## src/rtl/write_inc.sv

```systemverilog
// Write-side pointer, synchronized read pointer and full/overflow flags for an async FIFO.
// Optional almost_full output is enabled by defining WRITE_INC_ALMOST_FULL_EN.
module write_inc #(
    parameter int ADDRSIZE  = 4,
    parameter int AF_THRESH = 12
) (
    input  logic                clk,
    input  logic                rst,
    input  logic                signal_write,
    input  logic [ADDRSIZE:0]   graycode_rptr,
    output logic                full,
    output logic                write_en,
    output logic [ADDRSIZE-1:0] write_address,
    output logic [ADDRSIZE:0]   graycode_wptr,
`ifdef WRITE_INC_ALMOST_FULL_EN
    output logic                almost_full,
`endif
    output logic                overflow
);

    function automatic logic [ADDRSIZE:0] bin2gray(input logic [ADDRSIZE:0] b);
        return (b >> 1) ^ b;
    endfunction

    logic [ADDRSIZE:0] wbin_q, wbin_d;
    logic [ADDRSIZE:0] wgray_q, wgray_d;
    logic [ADDRSIZE:0] rq1_q, rq2_q;
    logic              full_q, full_d;
    logic              overflow_q, overflow_d;
    logic              inc_s;

`ifdef WRITE_INC_ALMOST_FULL_EN
    localparam logic [ADDRSIZE:0] AF_THRESH_W = AF_THRESH[ADDRSIZE:0];

    // Prefix XOR from the MSB down recovers the binary read pointer.
    function automatic logic [ADDRSIZE:0] gray2bin(input logic [ADDRSIZE:0] g);
        logic [ADDRSIZE:0] b;
        b[ADDRSIZE] = g[ADDRSIZE];
        for (int i = ADDRSIZE - 1; i >= 0; i--) begin
            b[i] = b[i+1] ^ g[i];
        end
        return b;
    endfunction

    logic              af_q, af_d;
    logic [ADDRSIZE:0] occ_s;
`else
    localparam int af_thresh_unused = AF_THRESH;
`endif

    // Next-state for pointer, full and overflow.
    always_comb begin
        inc_s      = signal_write & ~full_q;
        wbin_d     = wbin_q + {{ADDRSIZE{1'b0}}, inc_s};
        wgray_d    = bin2gray(wbin_d);
        // Full when the next write pointer laps the synchronized read pointer.
        full_d     = (wgray_d == {~rq2_q[ADDRSIZE:ADDRSIZE-1], rq2_q[ADDRSIZE-2:0]});
        overflow_d = overflow_q | (signal_write & full_q);
`ifdef WRITE_INC_ALMOST_FULL_EN
        occ_s      = wbin_d - gray2bin(rq2_q);
        af_d       = (occ_s >= AF_THRESH_W);
`endif
    end

    // State registers, including the 2-flop read-pointer synchronizer.
    always_ff @(posedge clk or negedge rst) begin
        if (!rst) begin
            wbin_q     <= {(ADDRSIZE+1){1'b0}};
            wgray_q    <= {(ADDRSIZE+1){1'b0}};
            rq1_q      <= {(ADDRSIZE+1){1'b0}};
            rq2_q      <= {(ADDRSIZE+1){1'b0}};
            full_q     <= 1'b0;
            overflow_q <= 1'b0;
`ifdef WRITE_INC_ALMOST_FULL_EN
            af_q       <= 1'b0;
`endif
        end else begin
            wbin_q     <= wbin_d;
            wgray_q    <= wgray_d;
            rq1_q      <= graycode_rptr;
            rq2_q      <= rq1_q;
            full_q     <= full_d;
            overflow_q <= overflow_d;
`ifdef WRITE_INC_ALMOST_FULL_EN
            af_q       <= af_d;
`endif
        end
    end

    // The strobe is also held off while reset is asserted so the RAM is untouched.
    assign write_en      = inc_s & rst;
    assign full          = full_q;
    assign write_address = wbin_q[ADDRSIZE-1:0];
    assign graycode_wptr = wgray_q;
    assign overflow      = overflow_q;
`ifdef WRITE_INC_ALMOST_FULL_EN
    assign almost_full   = af_q;
`endif

endmodule

```

## config.mk

```make
export PLATFORM = sky130hd
export DESIGN_NAME = write_inc
export DESIGN_NICKNAME = d
export VERILOG_FILES = /design/src/rtl/write_inc.sv
export SDC_FILE = /design/constraint.sdc
export NUM_CORES = 1
export LEC_CHECK = 0
export CAP_MARGIN = 20
export CORE_MARGIN = 1
export CORE_UTILIZATION = 45
export CTS_CLUSTER_SIZE = 30
export DETAILED_ROUTE_END_ITERATION = 10
export PLACE_DENSITY = 0.83
export RECOVER_POWER = 100
export SLEW_MARGIN = 25
export SYNTH_ARGS = -nofsm -noshare
export SYNTH_HDL_FRONTEND = slang
export SYNTH_SLANG_ARGS = --single-unit
```

## constraint.sdc

```tcl
create_clock -name clk -period 3 [get_ports clk]
set_input_delay 0.6 -clock clk [delete_from_list [all_inputs] [get_ports clk]]
set_output_delay 0.6 -clock clk [all_outputs]
set_load 0.02 [all_outputs]
```

# Yosys cells after proc, flatten, opt, wreduce, memory -nomap -nowiden
# Index checks and enable logic that the tools add are counted.
dict set report classes {
  add_sub_neg 1
  eq_ne 1
  n_bitwise 7
}
# operator n
set op_table {}
lappend op_table {{5-bit by 1-bit adder with 5-bit output} 1}
lappend op_table {{5-bit equality test} 1}
lappend op_table {{4-bit by 5-bit XOR with 5-bit output} 1}
lappend op_table {{1-bit AND} 3}
lappend op_table {{2-bit inverter} 1}
lappend op_table {{1-bit inverter} 1}
lappend op_table {{1-bit OR} 1}
dict set report word_totals {
  ff_bits 22
  output_inout_bits 12
}

# Logic depth before layout (Yosys ltp)
# Gate-level depths: netlist of the first run.
dict set report depth {
  ltp_word 5
  ltp_mapped 8
}

# Worst setup path before layout of the first run
# OpenSTA, ideal clock, no wires.
dict set report synth_timing {
  path_type {input -> register}
  start {input signal_write}
  end {register full_q (netlist: full)}
  setup_ns 0.073
  arrival_ns 2.250
  t_required_ns 2.927
  setup_slack_ns 0.677
  stages 8
  cell_sequence {nor2b_1 > ha_1 > ha_1 > and4b_1 > o21a_1 > or3_1 > a211o_1 > a21oi_2}
}
dict set report synth_between {
  elab_chain_cells 4
}
# element line_no
set synth_lines {}
lappend synth_lines {{start: declaration} 9} ;# input logic signal_write,
lappend synth_lines {{1-bit AND} 53} ;# inc_s = signal_write & ~full_q;
lappend synth_lines {{5-bit by 1-bit adder with 5-bit output} 54} ;# wbin_d = wbin_q + {{ADDRSIZE{1'b0}}, inc_s};
lappend synth_lines {{4-bit by 5-bit XOR with 5-bit output} 22} ;# return (b >> 1) ^ b;
lappend synth_lines {{5-bit equality test} 57} ;# full_d = (wgray_d == {~rq2_q[ADDRSIZE:ADDRSIZE-1], rq2_q[ADDRSIZE-2:0]});
lappend synth_lines {{named net full_d} 28} ;# logic full_q, full_d;
lappend synth_lines {{end signal: assignment} 82} ;# full_q <= full_d;
lappend synth_lines {{end: declaration} 28}
# The timed path passes the listed nets, and every way through them passes these cells.

# Worst setup path in the final report of the first run
# Ends and elaborated chain as after synthesis.

==> results of run 1 <==
-- cells in the mapped netlist --
library cell,n,share of area (%)
and4b_1,1,1.3
nor2b_1,1,0.79
dfrtp_1,21,66
o21ai_0,1,0.63
inv_1,1,0.47
a211o_1,1,1.1
a31oi_1,1,0.79
o21a_1,1,0.95
and2_1,1,0.79
nand2_1,1,0.47
mux2i_1,1,1.3
nand3b_1,2,1.9
ha_1,2,3.2
a21oi_1,1,0.63
nor2_1,1,0.47
xor2_1,6,6.6
a21oi_2,1,1.1
a21boi_0,2,1.9
nand3_1,2,1.3
nand4_1,1,0.79
xnor2_1,4,4.4
or3b_2,1,1.1
a21o_1,1,0.95
or3_1,1,0.79
-- per-layer routing --
metal | vias to the layer above | routed length [microns] | global-route usage (%)
met5 | - | 0 | 0
met4 | 0 | 0 | 9.09
met3 | 0 | 64 | 2.50
met2 | 21 | 674 | 28.7
met1 | 261 | 485 | 15.4
li1 | 245 | - | -
-- per-stage QoR --
step	utilization, %	std cells
CTS	66.7	98
global route	66.0	98
finish	66.0	98
detailed placement	65.0	94
global placement	65.0	94
floorplan	-	56
-- flip-flops by register name (all words and copies together), names as in the netlist --
register,cells
rq2_q,5
wbin_q,5
overflow,1
rq1_q,5
graycode_wptr,4
full,1
-- final cells by class --
| cell class | instances | area (sq um) |
|---|---|---|
| inverters | 1 | 3.75 |
| clock buffers | 3 | 22.5 |
| fillers | 120 | 536 |
| clock inverters | 1 | 5.00 |
| multi-input cells | 34 | 263 |
| well taps | 16 | 20.0 |
| flip-flops and latches | 21 | 526 |
| repair buffers | 22 | 201 |
-- worst paths after layout --
kind / startpoint / end / slack, ns
max reg2reg: full / full / 0.66
min: rq1_q[4] / rq2_q[4] / 0.36
min reg2reg: rq1_q[4] / rq2_q[4] / 0.36
min in group asynchronous: rst / rq1_q[0] / 1.03
max in group asynchronous: rst / rq1_q[2] / 1.34
max: signal_write / full / 0.20
-- power by group through the flow --
stage	Combinational, mW	Clock (mW)	Sequential, mW
after floorplan	0.248	0	0.517
after global placement	0.556	0	0.428
after detailed placement	0.577	0	0.435
after CTS	0.579	0.133	0.429
after global routing	0.571	0.146	0.433
final	0.527	0.128	0.424
-- worst register-to-register path: stages (launching register included) --
cell     delay, ns
dfrtp_1       0.41
nor2b_1       0.19
ha_1          0.28
ha_1          0.25
and4b_1       0.21
o21a_1        0.18
or3_1         0.33
a211o_1       0.31
a21oi_2       0.14
-- logic make-up after synthesis --
logic type / Yosys count / share of synthesized area [%]
flip-flops: 21 / 66.4
AO/OA/AOI/OAI: 9 / 8.06
multiplexers: 1 / 1.26
adder cells (fa/ha/maj): 2 / 3.16
buffers and inverters: 1 / 0.473
AND/OR/NAND/NOR: 12 / 9.64
XOR/XNOR: 10 / 11.1
==> flow_metrics.py, run 1 <==
metrics = {
    "timing": {
        "achievable-frequency_ghz": 0.357,
        "hold_viol": 0,
        "finalClockSkew_ns": 0.00655,
        "tns_ns": 0,
        "min_period_ns": 2.80,
        "relSlewSlack_pct": 30.7,
        "slew_viol_final": 0,
        "fin_crit_sh_pct": 93.5,
        "tightest_slew_ns": 1.04,
        "setup_viol": 0,
        "fin_ws_ns": 0.196,
        "rsz0062_at_grt": "false",
        "hold-worst-slack_ns": 0.359,
    },
    "status": {
        "status": "complete, but fails checks",
        "violations": "design-rule violations",
    },
    "power_and_ir_drop": {
        "clock_power_share_pct": 11.9,
        "powerDensity_mw_per_mm2": 1040,
        "p_int_mw": 0.661,
        "pwr-share-seq_pct": 39.3,
        "p_switching_mw": 0.417,
        "p_leak_nw": 0.459,
        "swShare_pct": 38.7,
        "power_mw": 1.08,
        "ir_drop_uv": 471,
        "power_frac_comb_pct": 48.8,
    },
    "grt": {
        "grt_usage_pct": 15.2,
        "antenna_found_initial": 0,
        "grt_first_pass_wirelength_microns": 2000,
        "grt_max_degree": 22,
        "overflow": 0,
        "grt_pass1_vias": 487,
    },
    "critical_path": {
        "cp.depth": 9,
        "cp_slowest_cell": "dlygate4sd3_1",
        "crit_family": "simple AND/OR/NAND/NOR gates",
        "required_ns": 3.23,
        "reg2reg_depth": 8,
        "worstSetupStartpointType": "primary input",
        "arrival_ns": 3.03,
        "crit_fanout": 5,
        "cp_cell_sequence": "dlygate4sd3_1, nor2b_1, ha_1, ha_1, and4b_1, o21a_1, or3_1, a211o_1, a21oi_2",
        "cp_common_cell": "ha_1",
        "crit_buf_inv": 1,
        "critPathKind": "in2reg",
        "critPathMaxStageDelay_ns": 0.54,
        "endpoint_kind": "flip-flop",
    },
    "clocking": {
        "cts_hold_buffers": 0,
        "path_clk_slew_ns": 0.10,
        "insertion_delay_ns": 0.29,
        "post_cts_buffers": 0,
        "clockBufferDepth": 2,
        "htree_levels": 1,
        "cts_num_sinks": 21,
        "cts_root_buf": "clkbuf_4",
        "cts_buffers": 3,
        "cts_tree": "done",
        "cts_resized": 0,
    },
    "finish": {
        "antenna_cells": 0,
        "fin_nets": 93,
        "final_area_sq_mm": 0.00104,
        "drive_above_1_share_pct": 7.32,
        "final_common_cell": "dfrtp_1",
        "final_cell_mix": "dfrtp_1 (21), dlygate4sd3_1 (19), xor2_1 (6), xnor2_1 (4)",
        "syn_to_final_growth_pct": 31.4,
    },
    "logic_synthesis": {
        "synthCells": 56,
        "ys_seq_elements": 21,
        "syn-cell-area_sq_um": 792,
        "synth.avg_cell_area_sq_um": 14.1,
        "ys_warn_count": 0,
        "synth.distinct_cells": 24,
        "yosysSeqAreaShare_pct": 66.4,
        "syn-num-nets": 66,
    },
    "drt": {
        "viasPerCell": 5.38,
        "wl_per_cell_microns": 12.5,
        "vias": 527,
        "drt_first_pass_iters": 9,
        "drtAntennaViolNets": 0,
        "drc": 2,
        "drt-initial-drc-count": 11,
        "routed_wirelength_microns": 1220,
    },
    "floorplanning": {
        "core_sq_mm": 0.00158,
        "rows": 14,
        "ios": 20,
        "die_h_microns": 44.0,
        "dieArea_sq_mm": 0.00193,
        "die_x_microns": 44.0,
        "initial_utilization_pct": 50.2,
    },
    "hold_path": {
        "hold_path_class": "reg2reg",
        "whs_path_depth": 0,
    },
    "placement": {
        "portBuffers": 19,
        "placed_area_sq_mm": 0.00102,
        "dp_slack_ns": -0.0463,
        "routabilityCongestion": 0.699,
    },
    "run": {
        "drv_cap": 0,
    },
}
Power figures use the tool's default switching activity.
==> run 2, diff against run 1 <==
--- a/config.mk
+++ b/config.mk
@@ -5,11 +5,12 @@
 export SDC_FILE = /design/constraint.sdc
 export NUM_CORES = 1
 export LEC_CHECK = 0
-export CAP_MARGIN = 20
+export CAP_MARGIN = 15
 export CORE_MARGIN = 1
 export CORE_UTILIZATION = 45
 export CTS_CLUSTER_SIZE = 30
 export DETAILED_ROUTE_END_ITERATION = 10
+export HOLD_SLACK_MARGIN = 0.08
 export PLACE_DENSITY = 0.83
 export RECOVER_POWER = 100
 export SLEW_MARGIN = 25
==> results of run 2 <==
Final layout, timing and power as in run 1 (identical DEF).
==> RTL change: new RTL, flow settings as in run 1 <==
Add a define of `WRITE_INC_ALMOST_FULL_EN`.
--- a/src/rtl/write_inc.sv
+++ b/src/rtl/write_inc.sv
@@ -1,4 +1,6 @@
 // Write-side pointer, synchronized read pointer and full/overflow flags for an async FIFO.
 // Optional almost_full output is enabled by defining WRITE_INC_ALMOST_FULL_EN.
+`define WRITE_INC_ALMOST_FULL_EN
+
 module write_inc #(
     parameter int ADDRSIZE  = 4,
Behaviour (old outputs only; new: almost_full): unchanged (equiv_simple and equiv_induct, registers matched by name and starting in step).
==> RTL change against run 1 <==
  * The run now ends clean
  * Routed wire length is 38% higher
  * Design area is 31% higher
  * Total power is 48% higher
  * Clock power is 76% higher
  * Worst setup slack better by 0.12 ns
  * Synthesized area is 35% higher
  * Sequential cell count is 1 higher
  * Sequential power is 8.7% higher
  * Combinational power is 72% higher
  * Largest cell class unchanged
  * Largest power group unchanged
  * Highest routed layer unchanged
  * Critical endpoint unchanged
  * Utilization is 5.0 points lower
==> RTL change: results (changes against run 1) <==
\begin{tabular}{lr}
\hline
Metric & Value \\
\hline
\multicolumn{2}{l}{\textbf{Status}} \\
Result of the run & complete, no violations (was finished, violations left) \\
\multicolumn{2}{l}{\textbf{Place}} \\
Port buffer count & 20 (was 19) \\
Placed instance count & 137 (was 94) \\
\multicolumn{2}{l}{\textbf{Drt}} \\
Total iterations of the first detailed-routing run & 4 (was 9) \\
Avg Vias per Cell & 4.97 (was 5.38) \\
Average detailed-routed wire length per instance & 12.0 µm (was 12.5 µm) \\
\multicolumn{2}{l}{\textbf{STA}} \\
Worst slew margin relative to its limit & 27.0\% (was 30.7\%) \\
\multicolumn{2}{l}{\textbf{Pwr}} \\
Net switching power figure & 0.000626 W (was 0.000417 W) \\
Leakage power of the design & 0.615 nW (was 0.459 nW) \\
Power dissipated in sequential cells & 0.000461 W (was 0.000424 W) \\
Comb pwr share & 56.9\% (was 48.8\%) \\
\multicolumn{2}{l}{\textbf{Worst setup path}} \\
Setup slack on the worst flop-to-flop path & 0.40 ns (was 0.66 ns) \\
Worst flop-to-flop path endpoint & almost\_full\$\_DFF\_PN0\_ (was full\$\_DFF\_PN0\_) \\
Slowest library cell on the worst path & clkdlybuf4s50\_1 (was dlygate4sd3\_1) \\
Worst reg2reg path startpoint & rq2\_q[3]\$\_DFF\_PN0\_ (was full\$\_DFF\_PN0\_) \\
Arr. time, crit path & 2.90 ns (was 3.03 ns) \\
Reg2reg path depth & 10 (was 8) \\
Worst path max stage delay & 0.47 ns (was 0.54 ns) \\
\multicolumn{2}{l}{\textbf{Clock tree}} \\
Clock transition at the registers of the reported paths & 0.12 ns (was 0.10 ns) \\
\multicolumn{2}{l}{\textbf{GRT}} \\
Overall global routing resource usage & 15.8\% (was 15.2\%) \\
Wire length of the first global-routing pass & 2.98 mm (was 2.00 mm) \\
Largest net degree at the start of global routing & 23 (was 22) \\
\multicolumn{2}{l}{\textbf{Layout}} \\
Share of layout cells above drive strength 1 & 6.19\% (was 7.32\%) \\
\multicolumn{2}{l}{\textbf{Worst hold path}} \\
Hold\_sp & rq1\_q[3]\$\_DFF\_PN0\_ (was rq1\_q[4]\$\_DFF\_PN0\_) \\
\multicolumn{2}{l}{\textbf{Synth}} \\
Cell count after synthesis & 85 (was 56) \\
Synthesized net count & 100 (was 66) \\
Synth top area cells & dfrtp\_1 (51\%), xnor2\_1 (8.2\%), ha\_1 (7.0\%), xor2\_1 (4.9\%), nor2b\_1 (2.3\%) (was dfrtp\_1 (66\%), xor2\_1 (6.6\%), xnor2\_1 (4.4\%), ha\_1 (3.2\%), a21boi\_0 (1.9\%)) \\
\hline
\end{tabular}
[RTL change: worst max-delay path by stage]
stage,endpoint,depth (start not counted),start,slack [ns]
final,full$_DFF_PN0_,8,signal_write,0.32
after detailed placement,almost_full$_DFF_PN0_,10,signal_write,0.03
after CTS,full$_DFF_PN0_,8,signal_write,0.35
after floorplan,almost_full$_DFF_PN0_,9,signal_write,0.56
after global routing,almost_full$_DFF_PN0_,10,rq2_q[3]$_DFF_PN0_,0.10
after global placement,full$_DFF_PN0_,8,signal_write,0.11
[RTL change: metal layers]
layer  up-vias  wire length [µm]  GRT usage [%]
li1        343                 -              -
met2        21               894           30.0
met5         -                 0              0
met4         0                 0           2.78
met1       337               730           18.5
met3         0                66           2.73
[RTL change: layout make-up]
type	count	area, µm²	area share [%]
Sequential cell	22	551	40.4
Clock buffer	3	22.5	1.65
Inverter	5	18.8	1.38
Multi-Input combinational cell	56	480	35.2
Clock inverter	1	30.0	2.20
Timing Repair Buffer	26	226	16.6
Tap cell	28	35.0	2.57
[RTL change: logic make-up (layout without fill, tap and decap cells)]
kind of cell / count (synthesis) / in the layout / share of synthesized area (%)
flops: 22 / 22 / 51.5
buf+inv: 7 / 35 / 3.16
compound gates: 10 / 10 / 6.55
simple gates: 20 / 20 / 11.0
xor+xnor: 19 / 19 / 18.9
fa+ha+maj: 7 / 7 / 8.89
[RTL change: per-stage QoR]
step                total power, W  hold slack (ns)  worst slack [ns]  area (µm²)
CTS                        0.00168            0.364             0.354        1390
global route               0.00172            0.374             0.103        1360
global placement           0.00141            0.333             0.109        1340
finish                     0.00159            0.362             0.317        1360
floorplan                  0.00113            0.304             0.561        1070
detailed placement         0.00146            0.335            0.0323        1340
